--- config.mk ---
export PLATFORM = sky130hd
export DESIGN_NAME = pc_fetch_unit
export DESIGN_NICKNAME = d
export VERILOG_FILES = /design/src/rtl/mips_pkg.sv /design/src/rtl/pc_fetch_unit.sv
export SDC_FILE = /design/constraint.sdc
export NUM_CORES = 1
export LEC_CHECK = 0
export CORE_MARGIN = 5
export CORE_UTILIZATION = 35
export DETAILED_ROUTE_END_ITERATION = 6
export GPL_TIMING_DRIVEN = 0
export PLACE_DENSITY = 0.66
export REMOVE_ABC_BUFFERS = 1
export SYNTH_ARGS = -nofsm -noshare
export SYNTH_HDL_FRONTEND = slang
export SYNTH_SLANG_ARGS = --single-unit
--- constraint.sdc ---
create_clock -name clk -period 10.85 [get_ports clk]
set_input_delay 1.6275 -clock clk [delete_from_list [all_inputs] [get_ports clk]]
set_output_delay 1.6275 -clock clk [all_outputs]
set_load 0.02 [all_outputs]
--- src/rtl/mips_pkg.sv ---
// Shared definitions for the MIPS front end: fetch sequencer states and PC constants.
// Imported by the fetch unit and by anything that needs to decode its state.
package mips_pkg;

   typedef enum logic [1:0] {
      IDLE  = 2'd0,
      FETCH = 2'd1,
      HOLD  = 2'd2,
      DRAIN = 2'd3
   } fetchState_t;

   localparam logic [31:0] PC_INC           = 32'd4;
   localparam logic [31:0] DEFAULT_RESET_PC = 32'h0000_0000;

endpackage

--- src/rtl/pc_fetch_unit.sv ---
// Program counter plus instruction-fetch sequencer: issues req/ack fetches to instruction
// memory, holds each word for a valid/ready consumer, and accepts branch/jump redirects.
module pc_fetch_unit
   import mips_pkg::*;
#(
   parameter int                 ADDR_W   = 32,
   parameter logic [ADDR_W-1:0]  RESET_PC = ADDR_W'(DEFAULT_RESET_PC)
) (
   input  logic              clk,
   input  logic              rst,
   output logic [ADDR_W-1:0] pc_out,
   input  logic [ADDR_W-1:0] pc_plus4,
   input  logic              branch_taken,
   input  logic [ADDR_W-1:0] branch_target,
   input  logic              jump,
   input  logic [ADDR_W-1:0] jump_target,
   input  logic              stall,
   output logic              imem_req,
   output logic [ADDR_W-1:0] imem_addr,
   input  logic              imem_ack,
   input  logic [31:0]       imem_rdata,
   output logic              instr_valid,
   input  logic              instr_ready,
   output logic [31:0]       instr,
   output logic [ADDR_W-1:0] instr_pc
);

   fetchState_t       state;
   fetchState_t       nextState;
   logic [ADDR_W-1:0] pc;
   logic [ADDR_W-1:0] pcNext;
   logic [ADDR_W-1:0] fetchAddr;
   logic [ADDR_W-1:0] fetchAddrNext;
   logic              validNext;
   logic              captureInstr;
   logic              redirect;
   logic [ADDR_W-1:0] rawTarget;
   logic [ADDR_W-1:0] redirectTarget;

   assign redirect       = branch_taken | jump;
   assign rawTarget      = branch_taken ? branch_target : jump_target;
   assign redirectTarget = {rawTarget[ADDR_W-1:2], 2'b00};

   assign pc_out    = pc;
   assign imem_addr = fetchAddr;
   assign imem_req  = (state == FETCH) || (state == DRAIN);

   // State register; the datapath registers follow the decisions made in the comb block.
   always_ff @(posedge clk or posedge rst) begin
      if (rst) begin
         state <= IDLE;
      end else begin
         state <= nextState;
      end
   end

   // A redirect during an outstanding fetch cannot retract the request, so the
   // sequencer drains it (DRAIN) with the address held stable and then refetches.
   always_comb begin
      nextState     = state;
      pcNext        = pc;
      fetchAddrNext = fetchAddr;
      validNext     = instr_valid;
      captureInstr  = 1'b0;
      case (state)
         IDLE: begin
            nextState = FETCH;
            if (redirect) begin
               pcNext        = redirectTarget;
               fetchAddrNext = redirectTarget;
            end else begin
               fetchAddrNext = pc;
            end
         end
         FETCH: begin
            if (redirect) begin
               pcNext = redirectTarget;
               if (imem_ack) begin
                  fetchAddrNext = redirectTarget;
               end else begin
                  nextState = DRAIN;
               end
            end else if (imem_ack) begin
               captureInstr = 1'b1;
               validNext    = 1'b1;
               nextState    = HOLD;
            end
         end
         HOLD: begin
            if (redirect) begin
               pcNext        = redirectTarget;
               fetchAddrNext = redirectTarget;
               validNext     = 1'b0;
               nextState     = FETCH;
            end else if (instr_ready && !stall) begin
               pcNext        = pc_plus4;
               fetchAddrNext = pc_plus4;
               validNext     = 1'b0;
               nextState     = FETCH;
            end
         end
         DRAIN: begin
            if (redirect) begin
               pcNext = redirectTarget;
            end
            if (imem_ack) begin
               fetchAddrNext = redirect ? redirectTarget : pc;
               nextState     = FETCH;
            end
         end
         default: begin
            nextState = IDLE;
         end
      endcase
   end

   // PC, fetch address and the held instruction slot.
   always_ff @(posedge clk or posedge rst) begin
      if (rst) begin
         pc          <= RESET_PC;
         fetchAddr   <= RESET_PC;
         instr_valid <= 1'b0;
         instr       <= 32'd0;
         instr_pc    <= '0;
      end else begin
         pc          <= pcNext;
         fetchAddr   <= fetchAddrNext;
         instr_valid <= validNext;
         if (captureInstr) begin
            instr    <= imem_rdata;
            instr_pc <= fetchAddr;
         end
      end
   end

endmodule

==> flow_summary_export.csv, run 1 <==
group,metric,value,unit
outcome,status,"complete, no violations",
worst_setup_path,rrSetupSlack,6.97,ns
grt,overflow,0,
cts,cts_sinks,131,
grt,grt_pass1_wl,39080,um
cts,cts.htree.levels,4,
power,p_per_area,269.9,mW/mm2
timing,fin_crit_sh,44.64,%
grt,antenna_found_initial,0,
yosys,yosys_warnings,0,
yosys,synthTopCellsByArea,"dfrtp_1, mux2_4, nand2_1",
yosys,yosys.area_share.xor_xnor,0.1227,%
grt,grt_usage,21.15,%
timing,slew_headroom,28.19,%
yosys,synth.area.mux_share,13.15,%
route,drc,0,
cts,root_buffer,"clkbuf_16",
cells_and_area,final_cell_mix,"clkdlybuf4s50_1, dfrtp_1, nand2_1",
cts,cts.clk_slew.worst_paths,0.06,ns
yosys,ys_types,37,
cts,cts_buffers,17,
worst_setup_path,crit_start,"jump",
floorplan,ios,265,
power,leakage,4.434,nW
worst_setup_path,cp.required,11.14,ns
yosys,ys_seq_area_share,45.92,%
timing,report.final.slew_viol_count,0,
min_path,min_path_type,"flop to flop",
cells_and_area,drive_gt1_share,11.49,%
placement,portBuffers,260,
yosys,syn_area,0.007138,mm2
worst_setup_path,endpoint,"imem_addr[1]$_DFFE_PP0P_",
route,vias,6552,
yosys,async_flop_share,100.0,%
worst_setup_path,worstSetupPathType,"primary input to flop",
cts,post_cts_buffers,0,
floorplan,core,0.02017,mm2
route,first_iter_violations,331,
cells_and_area,n_fill_cell,1847,
route,finalWirelength,25110,um
yosys,synth_top_area_cell,"dfrtp_1",
cells_and_area,fin_area,0.01064,mm2
route,firstDrtPassIters,5,
cells_and_area,mostFrequentLayoutCell,"clkdlybuf4s50_1",
floorplan,fp.dieArea,0.02335,mm2
timing,holdWs,0.4857,ns
yosys,synth_top_family_by_area,"compound AO/OA/AOI/OAI gates",
yosys,synth_edf_count,0,
power,peakVddDrop,130.9,uV
placement,post-place-cells,1214,
placement,gp_congestion,0.8397,
timing,min_period,4.843,ns
floorplan,start_util,35.39,%
worst_setup_path,path_max_fanout,34,
timing,fmax,0.2065,GHz
worst_setup_path,timing.rr.end,"imem_addr[1]$_DFFE_PP0P_",
flow_run,max_cap_violations,0,
timing,final_hold_viol_count,0,
cts,post_cts_resized,0,
grt,grt_pass1_vias,6655,
cts,clock_latency,0.42,ns
yosys,synth_compound_area_share,21.24,%
cells_and_area,n_antenna_cell,0,
yosys,yosys_register_bits,131,
worst_setup_path,critPathLaunchType,"primary input",
worst_setup_path,cp-end-kind,"flop",
floorplan,rows,52,
route,ant_nets,0,
yosys,synthAdderAreaFrac,0.8764,%
floorplan,fp.dieW,152.8,um
grt,grt_max_degree,76,
route,viasPerCell,5.263,
cts,hold_buffers,0,
yosys,synthCells,737,
worst_setup_path,r2r_start,"state[0]$_DFFE_PP0P_",
cts,cts_tree,"yes",
timing,worst_slew_pin_slew,1.076,ns
cells_and_area,layout.nets,1103,
yosys,synth-simple-area-share,11.64,%
timing,setup_viol,0,
yosys,ys.flop_type,"dfrtp_1",
cells_and_area,stdcell_count,1245,
timing,finClkSkew,0.008154,ns
timing,fin_tns_setup,0,ns
cts,ctsLongestPathBuffers,2,
worst_setup_path,ff2ff_path_depth,5,
yosys,yosys.area.top_type_share,45.92,%
timing,rsz0062_at_grt,"false",
cells_and_area,area_growth,49.05,%
yosys,syn_avg_cell_area,9.685,um2
route,wire_per_inst,20.17,um
placement,placed_cell_area,0.01001,mm2
floorplan,die_h,152.8,um
placement,dp_hpwl,16460,um
worst_setup_path,cp.arrival,5.14,ns
-- power breakdown --
part / leakage, nW / internal [mW] / total [mW] / switching [mW]
clock: 0.301 / 0.387 / 0.624 / 0.237
sequential: 1.56 / 0.687 / 0.822 / 0.135
combinational: 2.57 / 0.692 / 1.43 / 0.734
total: 4.43 / 1.77 / 2.87 / 1.11
-- per-layer routing --
layer | wire length (um) | GRT usage [%] | vias to the layer above
li1 | - | - | 3046
met1 | 11330 | 28.66 | 3192
met2 | 11510 | 34.12 | 283
met3 | 1915 | 5.739 | 31
met4 | 355 | 4.752 | 0
met5 | 0 | 0 | -
-- flip-flops by register name, summed over array words and instances, names as in the netlist --
register     count
imem_addr       32
instr_valid      1
instr           32
instr_pc        32
pc_out          32
state            2
-- cells in the mapped netlist, types with 2 or more instances --
cell type / n
dfrtp_1: 131
nand2_1: 109
a31oi_1: 61
mux2_4: 49
nor2_1: 41
clkbuf_1: 38
a21oi_1: 35
inv_1: 35
o21a_1: 31
o21ai_0: 31
nor2b_1: 22
o2bb2ai_1: 21
a221o_1: 20
mux2_1: 17
buf_2: 12
and2_1: 11
clkinv_1: 11
a211oi_1: 10
o22ai_1: 10
inv_2: 9
buf_6: 7
ha_1: 5
buf_1: 4
and3_1: 2
nand3b_1: 2
or2_1: 2
-- worst min path at each step --
stage / cells past startpoint / start / slack (ns) / end
3_5_place_dp: 1 / instr[19]$_DFFE_PP0P_ / 0.47 / instr[19]$_DFFE_PP0P_
2_1_floorplan: 1 / state[0]$_DFFE_PP0P_ / 0.54 / state[0]$_DFFE_PP0P_
3_3_place_gp: 1 / instr[26]$_DFFE_PP0P_ / 0.47 / instr[26]$_DFFE_PP0P_
4_1_cts: 1 / instr[19]$_DFFE_PP0P_ / 0.49 / instr[19]$_DFFE_PP0P_
6_report: 1 / instr[25]$_DFFE_PP0P_ / 0.49 / instr[25]$_DFFE_PP0P_
5_1_grt: 1 / instr[14]$_DFFE_PP0P_ / 0.49 / instr[14]$_DFFE_PP0P_
-- through the flow --
step / setup WS, ns / util [%] / total power, mW
2_1_floorplan: 4.565 / - / 1.560
3_3_place_gp: -2.088 / 48.50 / 2.219
3_5_place_dp: 5.601 / 49.64 / 2.262
4_1_cts: 6.053 / 52.75 / 2.901
5_1_grt: 5.883 / 52.75 / 3.024
6_report: 6.007 / 52.75 / 2.872
-- logic make-up (layout without fill, tap and decap cells) --
logic type	Yosys count	in the layout
buffers and inverters	116	354
xor gates and xnor gates	1	1
adders and majority gates	5	5
DFF	131	131
AOI/OAI and AO/OA	225	225
and+or+nand+nor	192	192
muxes	67	67
-- final cells by class --
class | count | area (um2) | area share, %
multi-input cells | 490 | 3405 | 32.00
clock buffers | 17 | 425.4 | 3.999
well taps | 270 | 337.8 | 3.175
inverters | 55 | 211.5 | 1.988
clock inverters | 14 | 201.4 | 1.893
flip-flops and latches | 131 | 3278 | 30.81
repair buffers | 268 | 2780 | 26.13
-- critical path, cell delays in order --
cell	delay, ns
buf_2	0.39
nor2_4	0.67
buf_12	0.28
nand3_2	0.81
and2_2	0.86
mux2_1	0.44
Power figures use the tool's default switching activity.
==> inputs of run 2 (changes only) <==
Clock period 10.85 ns to 5.05 ns, I/O delays scaled along.
==> results of run 2 <==
The final DEF is identical to that of run 1. Status: complete, no violations.
Main changes from that run: setup slack after placement 5.601 ns -> 0.6712 ns; setup slack after layout 6.007 ns -> 1.077 ns; register-to-register setup slack 6.97 ns -> 1.17 ns; total power 2.872 mW -> 6.169 mW; worst IR drop on VDD 130.9 uV -> 281.2 uV
